[config.mk]
export PLATFORM = sky130hd
export DESIGN_NAME = alex_relay_tx
export DESIGN_NICKNAME = d
export VERILOG_FILES = /design/src/rtl/alex_relay_tx.sv
export SDC_FILE = /design/constraint.sdc
export NUM_CORES = 1
export LEC_CHECK = 0
export CORE_UTILIZATION = 35
export DETAILED_ROUTE_END_ITERATION = 10
export GPL_TIMING_DRIVEN = 0
export PLACE_DENSITY = 0.6
export SLEW_MARGIN = 25
export SYNTH_ARGS = -nofsm -noshare
export SYNTH_HDL_FRONTEND = slang
export SYNTH_SLANG_ARGS = --single-unit
[constraint.sdc]
create_clock -name clock -period 2.6 [get_ports clock]
set_input_delay 0.65 -clock clock [delete_from_list [all_inputs] [get_ports clock]]
set_output_delay 0.65 -clock clock [all_outputs]
set_load 0.1 [all_outputs]
[src/rtl/alex_relay_tx.sv]
// alex_relay_tx: packs LPF/HPF/antenna/PTT relay selections into a 16-bit frame,
// shifts it MSB-first to the Alex board and strobes spi_load to latch the relays.
// Optional feature macro: ALEX_REFRESH_EN (periodic retransmission every REFRESH_CYCLES).
module alex_relay_tx #(
    parameter int unsigned CLK_DIV = 4,
    parameter int unsigned GUARD   = 8
`ifdef ALEX_REFRESH_EN
    ,
    parameter int unsigned REFRESH_CYCLES = 1000000
`endif
) (
    input  logic       clock,
    input  logic       reset,
    input  logic [6:0] lpf,
    input  logic [5:0] hpf,
    input  logic [1:0] ant,
    input  logic       ptt,
    output logic       spi_sdo,
    output logic       spi_sck,
    output logic       spi_load,
    output logic       busy,
    output logic       done
);
    localparam int unsigned FW = 16;
    localparam int unsigned CW = 8;
    localparam int unsigned BW = 4;
    localparam logic [CW-1:0] DIV_LAST   = CW'(CLK_DIV - 1);
    localparam logic [CW-1:0] GUARD_LAST = CW'(GUARD - 1);
    localparam logic [BW-1:0] BIT_LAST   = BW'(FW - 1);

    typedef enum logic [1:0] {S_IDLE, S_SHIFT, S_LOAD, S_GUARD} state_t;

    state_t        state, state_n;
    logic [CW-1:0] cnt, cnt_n;
    logic          half, half_n;
    logic [BW-1:0] bitc, bitc_n;
    logic [FW-1:0] sh, sh_n;
    logic [FW-1:0] cur;
    logic [FW-1:0] sent, sent_n;
    logic          force_set, force_n;
    logic          primed;
    logic          pending_c;
    logic          refresh_c;

`ifdef ALEX_REFRESH_EN
    localparam int unsigned RW = 32;
    logic [RW-1:0] rcnt;

    assign refresh_c = (rcnt == RW'(REFRESH_CYCLES - 1));

    // Free-running refresh timer, restarted by reset and by every frame start
    always_ff @(posedge clock) begin
        if (reset || (state == S_IDLE && state_n == S_SHIFT) || refresh_c) begin
            rcnt <= '0;
        end else begin
            rcnt <= rcnt + RW'(1);
        end
    end
`else
    assign refresh_c = 1'b0;
`endif

    // A frame is owed when forced (reset/refresh) or the live selection differs from the last one sent
    assign pending_c = force_set | refresh_c | (cur != sent);

    // Next-state, counter and shift-register logic
    always_comb begin
        state_n = state;
        cnt_n   = cnt;
        half_n  = half;
        bitc_n  = bitc;
        sh_n    = sh;
        sent_n  = sent;
        force_n = force_set | refresh_c;
        unique case (state)
            S_IDLE: begin
                cnt_n  = '0;
                half_n = 1'b0;
                bitc_n = '0;
                if (primed && pending_c) begin
                    state_n = S_SHIFT;
                    sh_n    = cur;
                    sent_n  = cur;
                    force_n = 1'b0;
                end
            end
            S_SHIFT: begin
                if (cnt == DIV_LAST) begin
                    cnt_n  = '0;
                    half_n = ~half;
                    if (half) begin
                        sh_n = {sh[FW-2:0], 1'b0};
                        if (bitc == BIT_LAST) begin
                            bitc_n  = '0;
                            state_n = S_LOAD;
                        end else begin
                            bitc_n = bitc + BW'(1);
                        end
                    end
                end else begin
                    cnt_n = cnt + CW'(1);
                end
            end
            S_LOAD: begin
                if (cnt == DIV_LAST) begin
                    cnt_n  = '0;
                    half_n = ~half;
                    if (half) begin
                        state_n = S_GUARD;
                    end
                end else begin
                    cnt_n = cnt + CW'(1);
                end
            end
            S_GUARD: begin
                if (cnt == GUARD_LAST) begin
                    cnt_n   = '0;
                    state_n = S_IDLE;
                end else begin
                    cnt_n = cnt + CW'(1);
                end
            end
            default: begin
                state_n = S_IDLE;
            end
        endcase
    end

    // State, datapath and registered link outputs (derived from next-state values)
    always_ff @(posedge clock) begin
        if (reset) begin
            state     <= S_IDLE;
            cnt       <= '0;
            half      <= 1'b0;
            bitc      <= '0;
            sh        <= '0;
            cur       <= '0;
            sent      <= '0;
            force_set <= 1'b1;
            primed    <= 1'b0;
            spi_sdo   <= 1'b0;
            spi_sck   <= 1'b0;
            spi_load  <= 1'b0;
            busy      <= 1'b0;
            done      <= 1'b0;
        end else begin
            state     <= state_n;
            cnt       <= cnt_n;
            half      <= half_n;
            bitc      <= bitc_n;
            sh        <= sh_n;
            cur       <= {ptt, ant, hpf, lpf};
            sent      <= sent_n;
            force_set <= force_n;
            // cur holds its reset zero for one cycle; wait until it carries real inputs
            primed    <= 1'b1;
            spi_sdo   <= (state_n == S_SHIFT) && sh_n[FW-1];
            spi_sck   <= (state_n == S_SHIFT) && half_n;
            spi_load  <= (state_n == S_LOAD);
            busy      <= (state_n != S_IDLE);
            done      <= (state_n == S_GUARD) && (cnt_n == GUARD_LAST);
        end
    end
endmodule

**Yosys cells after proc, flatten, opt, wreduce, memory -nomap -nowiden**

Index checks and enable logic that the tools add are counted.

- Bits in read-only memories: 0
- Bits in latches: 0
- Output and inout bits: 5
- Register bits: 70
- Memories kept: 0
- Input bits: 18
- Memory bits (writable): 0
- Logic and storage cells: 66

- Order comparisons: 0
- Eq/ne operators: 14
- Bitwise gates (word level): 2
- Multiply operators: 0
- Shifts and indexed selects: 0
- Reductions and logical operators: 11
- Muxes and demuxes: 22
- Div/mod/pow operators: 0
- $add $sub $neg: 2

Operators by type and width:

| kind | count |
|---|---|
| $mux 16 | 3 |
| $pmux 16 s2 | 1 |
| $pmux 8 s3 | 1 |
| $eq 8x3->1 const B | 2 |
| $mux 8 | 2 |
| $ne 16x16->1 | 1 |
| $mux 2 | 7 |
| $mux 4 | 3 |
| $add 8x1->8 const B | 1 |
| $eq 2x2->1 const B | 4 |
| $eq 8x2->1 const B | 1 |
| $pmux 2 s4 | 1 |
| $pmux 4 s2 | 1 |
| $ne 2x2->1 const B | 3 |
| $add 4x1->4 const B | 1 |
| $eq 2x1->1 const B | 2 |
| $eq 4x4->1 const B | 1 |
| $logic_and 1x1->1 | 4 |
| $reduce_and 4->1 | 1 |
| $reduce_bool 2->1 | 2 |
| $reduce_and 3->1 | 1 |
| $logic_not 2->1 | 1 |
| $mux 1 | 2 |
| $pmux 1 s2 | 1 |
| 4 further kinds | 4 |

**Logic depth before layout (Yosys ltp)**

Gate-level depths: netlist of the first run.

- Depth in word-level cells: 7
- Gate-level depth with buffers: 9
- Mapped depth without buffers: 7

**Least setup slack after synthesis of the first run**

No wires, ideal clock.

- Path type: register to register
- Start: register cnt[0]
- End: register spi_sdo
- Setup slack: 0.710 ns
- Data required time: 2.480 ns
- Period minus slack after synthesis: 1.890 ns
- Arrival time: 1.771 ns
- Buffers on the path: 1
- Cell stages (with the launch flop): 9
- Setup time: 0.120 ns
- Cells stage by stage: dfxtp_1 ha_1 and3b_1 and3_1 buf_6 a31o_1 o21a_1 and4bb_1 o31a_1

- Cells in the longest elaborated chain, start to end: 5
- Elaborated cells between the ends (all ways): 10
- Classes of those cells: 3 x eq/ne; 6 x mux; 1 x reduce/logical

Ends and longest elaborated chain:

| what | RTL line | text |
|---|---|---|
| start: declaration | 34 | `logic [CW-1:0] cnt, cnt_n;` |
| start signal: assignment | 148 | `cnt <= cnt_n;` |
| $eq 8x3->1 / $eq 8x2->1 (equally long branches) | 116, 88, 105 |  |
| $mux 2 (on tied branches) | 116, 105, 88 |  |
| $pmux 2 s4 | 75 | `unique case (state)` |
| $eq 2x1->1 | 157 | `spi_sdo <= (state_n == S_SHIFT) && sh_n[FW-1];` |
| $logic_and 1x1->1 * | 157 |  |
| end signal: assignment | 157 |  |
| end: declaration | 18 | `output logic spi_sdo,` |

Every way passes the cells marked *; elsewhere a longest branch is shown, timed or not. The select of a mux whose other input is x is not followed.
A chain may end at the register's enable or synchronous reset.

**Worst setup path after layout of the first run**

- Start: register spi_sdo
- End: output port spi_sdo

No word-level cell between the ends.

==> results of run 1 <==
[cell type report]
class / count / area, sq um / share of cell area [%]
inverters: 6 / 22.5 / 0.604
flip-flops and latches: 70 / 1400 / 37.6
multi-input cells: 255 / 1640 / 43.9
plain buffers: 19 / 115 / 3.09
well taps: 108 / 135 / 3.63
repair buffers: 22 / 220 / 5.91
clock inverters: 7 / 72.6 / 1.95
clock buffers: 9 / 124 / 3.32
[cell usage in the layout, fill, tap and decap left out, types with 2 or more instances in the layout]
master | synthesis | layout
sky130_fd_sc_hd__nor4_1 | 13 | 13
sky130_fd_sc_hd__clkbuf_8 | 0 | 9
sky130_fd_sc_hd__clkdlybuf4s50_1 | 0 | 22
sky130_fd_sc_hd__xnor2_1 | 19 | 19
sky130_fd_sc_hd__nor2_1 | 62 | 62
sky130_fd_sc_hd__nor2b_1 | 17 | 17
sky130_fd_sc_hd__buf_2 | 2 | 2
sky130_fd_sc_hd__a21o_1 | 3 | 3
sky130_fd_sc_hd__clkinvlp_4 | 0 | 2
sky130_fd_sc_hd__a211oi_1 | 2 | 2
sky130_fd_sc_hd__nand3_1 | 12 | 12
sky130_fd_sc_hd__nand2_1 | 6 | 6
sky130_fd_sc_hd__o21ai_0 | 7 | 7
sky130_fd_sc_hd__mux2i_1 | 17 | 17
sky130_fd_sc_hd__a31oi_1 | 2 | 2
sky130_fd_sc_hd__buf_6 | 5 | 5
sky130_fd_sc_hd__nor3_1 | 18 | 18
sky130_fd_sc_hd__xor2_1 | 3 | 3
sky130_fd_sc_hd__and3_1 | 7 | 7
sky130_fd_sc_hd__clkinv_2 | 0 | 2
sky130_fd_sc_hd__nor3_2 | 2 | 2
sky130_fd_sc_hd__inv_1 | 6 | 6
sky130_fd_sc_hd__ha_1 | 7 | 7
sky130_fd_sc_hd__clkbuf_1 | 10 | 10
sky130_fd_sc_hd__a21oi_1 | 11 | 11
sky130_fd_sc_hd__nand4_1 | 5 | 5
sky130_fd_sc_hd__dfxtp_1 | 70 | 70
sky130_fd_sc_hd__nor4_2 | 2 | 2
sky130_fd_sc_hd__nand2b_1 | 3 | 3
sky130_fd_sc_hd__and2_1 | 2 | 2
sky130_fd_sc_hd__nor3b_1 | 2 | 2
sky130_fd_sc_hd__o21a_1 | 17 | 17
[state kept, by name, indices dropped and copies added (netlist names)]
signal / cells
cur: 16
sent: 16
sh: 16
cnt: 8
bitc: 4
state: 2
busy: 1
done: 1
force_set: 1
half: 1
primed: 1
spi_load: 1
spi_sck: 1
spi_sdo: 1
[final timing paths]
kind	slack, ps	endpoint	start	cells after the start
min reg2reg	460	cnt[0]	cnt[0]	1
max reg2reg	340	sh[6]	state[1]	8
min	460	cnt[0]	cnt[0]	1
max	170	spi_sdo	spi_sdo	1
[cell families after synthesis]
logic type	Yosys count	share of synthesized area (%)
buffers and inverters	25	4.34
adder cells (fa/ha/maj)	7	2.76
multiplexers	17	5.36
flip-flops	70	44.1
AO/OA/AOI/OAI	50	11.0
AND/OR/NAND/NOR	159	26.4
XOR/XNOR	22	6.07
[metrics by stage]
stage	hold slack [ps]	setup slack [ps]	cell area, sq um	instances	total power, mW
2_1_floorplan	421	710	3170	350	1.42
3_3_place_gp	438	138	3530	480	1.50
3_5_place_dp	449	150	3530	480	1.51
4_1_cts	469	155	3730	496	2.38
5_1_grt	483	103	3730	496	2.47
6_report	463	175	3730	496	2.35
[power by group through the flow]
stage                     Sequential [mW]  Combinational, mW  Clock (mW)
after floorplan                      1.20              0.213           0
after global placement               1.20              0.301           0
after detailed placement             1.20              0.307           0
after CTS                            1.18              0.308       0.894
after global routing                 1.19              0.335       0.949
final                                1.18              0.304       0.871
[layer usage]
layer  GRT usage, %  vias to the layer above  routed length (microns)
met3           2.88                       12                      211
met1           19.9                     1161                     3410
met5              0                        -                        0
met4           6.45                        0                      111
li1               -                     1278                        -
met2           24.1                       33                     3040
==> impl.org, run 1 <==
** Run status
- The flow ran to the end, and the final reports show no timing, DRC or antenna violations.

** Critical path
- The number of buffers and inverters on the critical path is 1.
- Cell at the slowest stage of the critical path :: sky130_fd_sc_hd__clkdlybuf4s50_1
- Endpoint required time on the critical path :: 1950 ps
- Capturing element type of the critical path :: output port
- Arrival time at the worst endpoint :: 1780 ps
- In this run the worst path has a maximum fanout of 1.
- The critical path in this run is classified as reg2out.
- Cells along the critical path :: clkdlybuf4s50_1
- The worst setup path is launched from a flop.
- The cell family contributing the most delay on the critical path is buffers and inverters.
- In this design, the stage delay of the slowest critical-path cell is 1120 ps.

** Routing
- Via count :: 2484
- DRC violation count after routing :: 0
- In this run the remaining antenna-violating nets after routing total 0.
- Before antenna repair, the detailed router went through 4 iterations.
- Final routed wire length divided by cell count :: 13.7 microns
- Summed over all layers, the routed wires come to 6770 microns.
- Mean number of vias per cell :: 5.01
- Iteration-0 DRC count of the detailed router :: 146

** Cells and area
- Layout Area Growth over Synthesis :: 17.4%
- Net count of the finished layout :: 408
- Measured on the finished design, the core utilization comes to 42.5%.
- Fillers :: 888
- In the final layout, the share of cells above drive strength 1 is 7.99%.
- 0 antenna diodes ended up in the layout.

** Synth
- Synthesis handed over a netlist of 350 instances.
- Sequential elements use 44.1% of the synthesized area.
- Warning count from the yosys run :: 0
- Number of enable-type register cells in the synthesized netlist :: 0
- Library cell with the largest summed area after synthesis :: sky130_fd_sc_hd__dfxtp_1
- After synthesis, the most frequently instantiated cells are sky130_fd_sc_hd__dfxtp_1, sky130_fd_sc_hd__nor2_1, sky130_fd_sc_hd__xnor2_1.
- Post-Synthesis Cell Area :: 3170 sq um
- Share of the synthesized area in the top cell type :: 44.1%
- In the synthesized netlist the dominant register cell turns out to be sky130_fd_sc_hd__dfxtp_1.
- Leading cell type by number of instances after synthesis :: sky130_fd_sc_hd__dfxtp_1
- Each instance of the synthesized netlist takes up on average 9.07 sq um.
- Net count after synthesis :: 375
- In the synthesized netlist the async set-or-reset flop fraction comes to 0%.
- Top cells by area in the synthesized netlist :: sky130_fd_sc_hd__dfxtp_1, sky130_fd_sc_hd__nor2_1, sky130_fd_sc_hd__mux2i_1, sky130_fd_sc_hd__xnor2_1, sky130_fd_sc_hd__o21a_1
- #FFs+latches synth :: 70
- Distinct cell type count after synthesis :: 46

** Floorplan
- In this run the core area contains 34 standard-cell rows.
- Die boundary width :: 97.2 microns
- The floorplan step defined a die boundary enclosing 9450 sq um.
- Boundary Pins :: 23
- Die Height :: 97.2 microns
- Core box area :: 8760 sq um
- Initial Util :: 36.2%

** Clock tree
- After clock tree synthesis, the clock-pin slew on the worst setup and hold paths is 80 ps.
- Postcts setup bufs :: 0
- The clock tree synthesis step divided the H-tree into 3 levels.
- Counting every sink on the clock net gives 70.
- No sink is reached through more buffers than the 2 on the longest clock path.
- Post_cts resized :: 0
- Root buffer cell :: sky130_fd_sc_hd__clkbuf_8
- The number of hold buffers added after CTS was 0.
- In this run, CTS created clock tree buffers numbering 9.
- TritonCTS clock tree :: built
- Clock latency at the later pin of the worst-skew pair :: 350 ps

** Pwr
- The clock network is responsible for 37.0% of the overall power.
- Across the VDD grid, the largest voltage drop is 0.000327 V.
- Sw Pwr :: 0.636 mW
- Standby leakage power :: 1.44 nW
- Areal power density over the cells :: 631 nW/um^2
- Cell internal power was estimated by the tool at 1.72 mW.
- The share of total power dissipated in combinational logic is 12.9%.
- Switching share of power :: 27.0%
- Sequential cells account for 50.0% of the total power.

** Hold path
- The tightest min-delay check is of the reg2reg type.

** STA
- Max Transition Viols Final :: 0
- Setup total negative slack on the finished layout was measured at 0 ps.
- Actual slew at the worst max-slew pin :: 971 ps
- Number of hold violations in the final report :: 0
- Minimum clock period after layout :: 2430 ps
- Post-Route Skew :: 14.4 ps
- Setup repair after global routing left no endpoint under its margin.
- The worst path uses 93.3% of the clock period.
- Worst-case headroom to the max-slew limit :: 35.0%
- Setup violations remaining at the end of the flow were counted as 0.
- Highest achievable clock rate :: 412 MHz

** Placed design
- The wire-length estimate of the detail-placed layout is 4940 microns.
- Final weighted congestion in routability-driven placement :: 0.836
- Buffers placed on the I/O ports in this run total 22.

** Global route
- Largest net degree at the start of global routing :: 14
- For this run the aggregate overflow at the end of global routing stands at 0.
- Number of antenna violations at the first check in global routing :: 0
- The via count of the first global-routing pass came to 2348.
- Across every metal layer, demand over resource in global routing totals 15.1%.
- The first global-routing pass estimated 11400 microns of wire.

** Job
- Max-cap violations in this run came to 0.
(Power assumes the default switching activity.)
==> run 2: changes to the inputs <==
- PLACE_DENSITY: 0.6 -> 0.62
- SKIP_CTS_REPAIR_TIMING: default -> 1
- clock period: 2.6 -> 2.2 ns (I/O delays scaled with it)
==> run 2 against run 1 <==
  * Global-route usage about the same
  * Register-to-register slack got worse by 200 ps
  * Combinational power increased by 21%
  * Worst hold slack improved by 13 ps
  * Largest cell class unchanged
  * Sequential share of layout area decreased by 1.1 points
  * Clock power increased by 58%
==> impl.org, run 2 (synthesized netlist as in run 1, its figures left out) <==
** Hold path
- The worst hold path belongs to the class reg2reg.

** Pwr
- Sw Pwr :: 0.759 mW (+19%)
- The portion of total power attributed to combinational logic came to 11.7% (-1.2 points).
- Pint :: 2.38 mW (+39%)
- Power share of the clock group :: 44.0% (+7.0 points)
- Total power of the final layout :: 3.14 mW (+34%)
- The switching part of the total came to 24.2% (-2.9 points).
- Proportion of power drawn by flip-flops and latches :: 44.3% (-5.7 points)
- Areal power density over the cells :: 817 nW/um^2 (+29%)
- Largest vdd supply drop :: 0.000328 V (+0.30%)
- The leakage power summed over all cells was 1.57 nW (+9.5%).

** Placed design
- The placed standard-cell area is 3530 sq um (unchanged).
- The worst setup timing slack at the placement stage is -160 ps (-310 ps).
- The post-detailed-placement half-perimeter wirelength is 4800 microns (-2.9%).
- Final weighted congestion in routability-driven placement :: 0.862 (+3.1%)
- Number of buffers inserted by port buffering :: 22 (unchanged)
- The count of placed standard cells including taps came to 480 (unchanged).

** Critical path
- Startpoint class of the critical path :: flop
- Total buffers and inverters traversed by the critical path :: 2 (+1)
- Traced cell by cell, the critical path runs through inv_1 -> ha_1 -> nand2b_2 -> o2bb2ai_1 -> a31oi_4 -> buf_6 -> nor2_1 -> nor4_1.
- Grouping stages by cell kind, the critical path spends the most delay in simple AND/OR/NAND/NOR gates.
- The critical path required time was 2450 ps (+500 ps).
- STA classifies the critical path endpoint as a flop.
- The worst endpoint data arrival time is 2310 ps (+530 ps).
- Crit path largest cell delay :: 380 ps (-740 ps)
- The slowest stage of the critical path is the sky130_fd_sc_hd__dfxtp_2 cell.
- CP Max Fanout :: 10 (+9)
- The critical path is of the reg2reg type.

** STA
- Minimum clock period after layout :: 2060 ps
- The post-layout worst setup margin came to 137 ps (-37.7 ps).
- Number of hold violations in the final report :: 0 (unchanged)
- Based on the critical path, the design can be clocked at up to 485 MHz.
- The clock skew was 7.83 ps (-6.62 ps).
- The final setup violation count was 0 (unchanged).
- Setup TNS Final :: 0 ps (unchanged)
- The worst hold margin came to 476 ps (+13.4 ps).
- Period utilization :: 93.8%
- Max Transition Viols Final :: 0 (unchanged)
- Worst-case headroom to the max-slew limit :: 35.3% (+0.23 points)
- The slew at the pin closest to its max-slew limit came to 969 ps (-1.97 ps).

** Global route
- The met1 global-route usage was 20.5% (+0.60 points).
- Grt ovf :: 0 (unchanged)
- The layer flagged by global routing as most heavily used is met2.
- Met3 track demand over resource :: 3.45% (+0.58 points)
- Largest net degree at the start of global routing :: 14 (unchanged)
- Tot GR Track Use :: 15.1% (-0.026 points)
- Via count of the first global-routing pass :: 2280 (-2.9%)
- Global Route met2 Usage :: 22.8% (-1.3 points)
- Global-route wire length before repair :: 11400 microns (-0.36%)
- Number of antenna violations at the first check in global routing :: 0 (unchanged)

** Routing
- The total number of vias came to 2509 (+1.0%).
- Antenna Violating Nets Remaining :: 0 (unchanged)
- Iteration-0 DRC count of the detailed router :: 212 (+45%)
- The iteration count of the initial detailed-routing pass is 4 (unchanged).
- The total DRC errors in the routed layout was 0 (unchanged).
- The total routed wirelength was 6710 microns (-0.89%).
- The average wire per standard cell was 13.6 microns (-0.69%).
- Mean number of vias per cell :: 5.07 (+1.2%)

** Cells and area
- From synthesis to final layout, the design area changed by 21.2%.
- Core utilization of the finished layout :: 43.9% (+1.4 points)
- The post-route cell area was 3850 sq um (+3.2%).
- Ratio of cells with drive above 1 in the final layout :: 10.6% (+2.6 points)
- The library cells used most frequently in the layout, excluding fill and tap cells, are sky130_fd_sc_hd__dfxtp_1, sky130_fd_sc_hd__nor2_1, sky130_fd_sc_hd__xnor2_1.
- Final non-filler cell total :: 495 (-0.20%)
- The antenna diode count is 0 (unchanged).
- Commonest non-fill, non-tap cell in the layout :: sky130_fd_sc_hd__dfxtp_1
- The largest registers in the layout are cur: 16 flops, sent: 16 flops, sh: 16 flops.
- Net count of the finished layout :: 407 (-0.25%)

** Floorplan
- The overall die height is 97.2 microns (unchanged).
- The starting density of the core came to 36.2% (unchanged).
- The count of pins on the block boundary is 23 (unchanged).
- Number of core rows :: 34 (unchanged)
- Full die area :: 9450 sq um (unchanged)
- The core region area came to 8760 sq um (unchanged).
- Die boundary width :: 97.2 microns (unchanged)

** Clock tree
- The TritonCTS buffer count is 9 (unchanged).
- The insertion delay to the later sink of the worst-skew pair came to 350 ps (about the same).
- Register clock-pin slew on the reported worst setup and hold paths :: 80 ps (about the same)
- TritonCTS clock tree :: built
- The clock sink count is 70 (unchanged).
- Clock H-tree levels :: 3 (unchanged)
- Root buffer cell :: sky130_fd_sc_hd__clkbuf_8
- The maximum root-to-sink buffer count came to 2 (unchanged).

** Job
- The number of violations of the max-capacitance limit came to 0 (unchanged).

** Run status
- Outcome :: completed
==> run 2: area by class of cell <==
class | instances | area (sq um)
fillers | 869 | 4920
multi-input cells | 255 | 1670
flip-flops and latches | 70 | 1400
repair buffers | 22 | 233
clock inverters | 7 | 145
well taps | 108 | 135
clock buffers | 9 | 124
plain buffers | 18 | 116
inverters | 6 | 22.5
==> run 2: power groups by stage <==
stage | clock (mW) | combinational, mW | sequential (mW)
global placement | 0 | 0.355 | 1.42
CTS | 1.42 | 0.362 | 1.39
detailed placement | 0 | 0.361 | 1.42
floorplan | 0 | 0.252 | 1.42
global route | 1.49 | 0.404 | 1.40
finish | 1.38 | 0.369 | 1.39
==> run 2: final timing paths <==
check / start / to / cells after the start / slack, ps
max: state[1] / sh[7] / 8 / 140
min: cnt[0] / cnt[0] / 1 / 480
max reg2reg: state[1] / sh[7] / 8 / 140
min reg2reg: cnt[0] / cnt[0] / 1 / 480
==> run 2: layer usage <==
| layer | up-vias | wire [microns] |
|---|---|---|
| met5 | - | 0 |
| met4 | 0 | 78 |
| met3 | 8 | 254 |
| met2 | 55 | 3130 |
| met1 | 1167 | 3250 |
| li1 | 1279 | - |
==> run 3: changes to the inputs <==
- CORE_UTILIZATION: 35 -> 24
- PLACE_DENSITY: 0.62 -> 0.49
==> run 3 against run 2 <==
  * Worst hold slack worse by 16 ps
  * Design area is 3.0% higher
  * Global-route usage decreased by 3.1 points
  * Critical endpoint is now spi_sdo
  * Wire length up 7.8%
  * Clock power rose by 11%
  * Via count is essentially flat
  * Sequential share of layout area shrank 1.1 points
  * Count of clock-buffer cells in the layout is 1 higher
  * Largest power group is now clock
  * Core utilization shrank 13 points
  * Register-to-register slack got worse by 50 ps
  * Total power increased by 4.8%
==> impl.org, run 3 (synthesized netlist as in run 1, its figures left out) <==
** Pwr
- The leakage power summed over all cells is 1.59 nW (+1.1%).
- The internal power component came to 2.52 mW (+5.7%).
- Power share of the clock group :: 46.5% (+2.5 points)
- Switching share of power :: 23.5% (-0.68 points)
- Sw Pwr :: 0.773 mW (+1.8%)
- The total chip power was 3.29 mW (+4.8%).
- The total power density per cell area was 831 nW/um^2 (+1.7%).
- Proportion of power drawn by flip-flops and latches :: 42.4% (-1.9 points)
- The portion of total power attributed to combinational logic is 11.1% (-0.6 points).
- The highest ir drop seen on vdd came to 0.000280 V (-15%).

** Hold path
- The number of instances on the worst hold path is 1 (unchanged).
- For hold timing, the worst endpoint is cnt[0].
- Worst hold-check path type :: reg2reg
- The worst hold path begins at cnt[0].

** Clock tree
- Maximum count of clock buffers along a single path :: 2 (unchanged)
- The clock slew at the register clock pins of the worst setup and hold paths was 50 ps (-30 ps).
- The insertion delay to the later sink of the worst-skew pair is 330 ps (-20 ps).
- TritonCTS clock tree :: built
- The clock sink count is 70 (unchanged).
- The H-tree level count came to 3 (unchanged).
- The TritonCTS buffer count is 9 (unchanged).
- Root buffer cell :: sky130_fd_sc_hd__clkbuf_16

** Cells and area
- Commonest non-fill, non-tap cell in the layout :: sky130_fd_sc_hd__dfxtp_1
- Net count of the finished layout :: 407 (unchanged)
- Core utilization of the finished layout :: 31.0% (-13 points)
- Final non-filler cell total :: 557 (+13%)
- Leaving out fill and tap cells, the most frequent cells in the layout are sky130_fd_sc_hd__dfxtp_1, sky130_fd_sc_hd__nor2_1, sky130_fd_sc_hd__xnor2_1.
- From synthesis to final layout, the design area changed by 24.8%.
- The post-route cell area was 3960 sq um (+3.0%).
- The antenna diode count came to 0 (unchanged).
- Ratio of cells with drive above 1 in the final layout :: 10.1% (-0.46 points)
- Registers with the most flip-flops :: cur: 16 flops, sent: 16 flops, sh: 16 flops

** Placed design
- Number of buffers inserted by port buffering :: 22 (unchanged)
- Post-placement cell count :: 544 (+13%)
- Final weighted congestion in routability-driven placement :: 0.811 (-6.0%)
- Placed inst area :: 3610 sq um (+2.3%)
- Place WS :: -195 ps (-34.4 ps)
- The post-detailed-placement half-perimeter wirelength is 5200 microns (+8.3%).

** STA
- The slew at the pin closest to its max-slew limit is 970 ps (+1.07 ps).
- Period utilization :: 96.1% (+2.4 points)
- Minimum clock period after layout :: 2120 ps (+52.1 ps)
- Worst-case headroom to the max-slew limit :: 35.2% (-0.071 points)
- Number of hold violations in the final report :: 0 (unchanged)
- The post-layout worst setup margin was 84.9 ps (-52.1 ps).
- The number of max-slew violations in the final report is 0 (unchanged).
- Smallest hold slack :: 460 ps (-15.7 ps)
- Post-Route Skew :: 5.11 ps (-2.72 ps)
- Highest achievable clock rate :: 473 MHz (-2.5%)
- Setup TNS Final :: 0 ps (unchanged)
- The final setup violation count came to 0 (unchanged).

** Routing
- The total number of vias is 2507 (-0.080%).
- Iteration-0 DRC count of the detailed router :: 168 (-21%)
- DRC violation count after routing :: 0 (unchanged)
- 1st-pass router iterations :: 4 (unchanged)
- The total routed wirelength was 7240 microns (+7.8%).
- Mean number of vias per cell :: 4.50 (-11%)
- The number of antenna-violating nets in the routed design was 0 (unchanged).
- Final routed wire length divided by cell count :: 13.0 microns (-4.2%)

** Critical path
- The reg2reg setup slack was 80 ps (-50 ps).
- The worst endpoint data arrival time came to 2330 ps (+20 ps).
- The worst setup path is launched from a flop.
- In this run the critical register-to-register path is captured at spi_sdo.
- The critical path required time is 2410 ps (-40 ps).
- Worst Setup Path Type :: reg2reg
- In this run the critical register-to-register path is launched from state[1].
- Worst R2R Path Depth :: 8 (unchanged)
- CP Max Fanout :: 10 (unchanged)
- The worst setup path is captured at a flop.

** Floorplan
- The core region area was 12800 sq um (+46%).
- The overall die height was 117 microns (+20%).
- The die width came to 117 microns (+20%).
- The overall die area was 13700 sq um (+45%).
- The count of pins on the block boundary was 23 (unchanged).
- Initial Util :: 24.9% (-11 points)
- Number of core rows :: 41 (+21%)

** Global route
- Global-route wire length before repair :: 12200 microns (+7.8%)
- Number of antenna violations at the first check in global routing :: 0 (unchanged)
- Grt ovf :: 0 (unchanged)
- The via count of the first global-routing pass was 2501 (+9.7%).
- The maximum number of pins on one net before global-route repair came to 12 (-2).
- The global routing usage summed across all routing layers came to 11.9% (-3.1 points).

** Run status
- The run finished with clean final reports.

** Job
- Maxcap violations :: 0 (unchanged)
run 3: metal layers:
| metal | part of all wire, % | vias up | track usage, % |
|---|---|---|---|
| met2 | 47 | 40 | 19.1 |
| met5 | 0 | - | 0 |
| li1 | - | 1277 | - |
| met1 | 48 | 1182 | 15.3 |
| met4 | 1.7 | 0 | 5.65 |
| met3 | 3.2 | 8 | 2.57 |
run 3: power groups by stage:
stage	Combinational [mW]	Sequential (mW)	Clock, mW
final	0.365	1.39	1.53
after global routing	0.407	1.40	1.62
after CTS	0.363	1.39	1.57
after detailed placement	0.362	1.42	0
after global placement	0.358	1.42	0
after floorplan	0.252	1.42	0
run 3: final cells by class:
cell class / count / area (sq um)
Buffer: 18 / 116
Fill cell: 1341 / 8810
Sequential cell: 70 / 1400
Inverter: 6 / 22.5
Multi-Input combinational cell: 255 / 1660
Clock buffer: 10 / 239
Tap cell: 172 / 215
Timing Repair Buffer: 22 / 233
Clock inverter: 4 / 72.6
run 3: worst max path at each step:
stage                     startpoint        to  slack (ps)  cells after the start
after floorplan               cnt[0]   spi_sdo         310                      8
after global placement         reset   sent[5]        -180                      4
after detailed placement       reset   sent[6]        -190                      4
after CTS                    spi_sdo   spi_sdo        -130                      1
after global routing         cur[15]  sent[13]          -1                      8
final                       state[1]   spi_sdo          80                      8
run 3: critical path: stages (launching register included):
cell	delay [ps]
sky130_fd_sc_hd__dfxtp_2	390
sky130_fd_sc_hd__inv_1	110
sky130_fd_sc_hd__ha_1	210
sky130_fd_sc_hd__clkbuf_2	200
sky130_fd_sc_hd__nor2_1	300
sky130_fd_sc_hd__a31oi_1	80
sky130_fd_sc_hd__o21a_1	210
sky130_fd_sc_hd__and4bb_1	190
sky130_fd_sc_hd__o31a_1	290
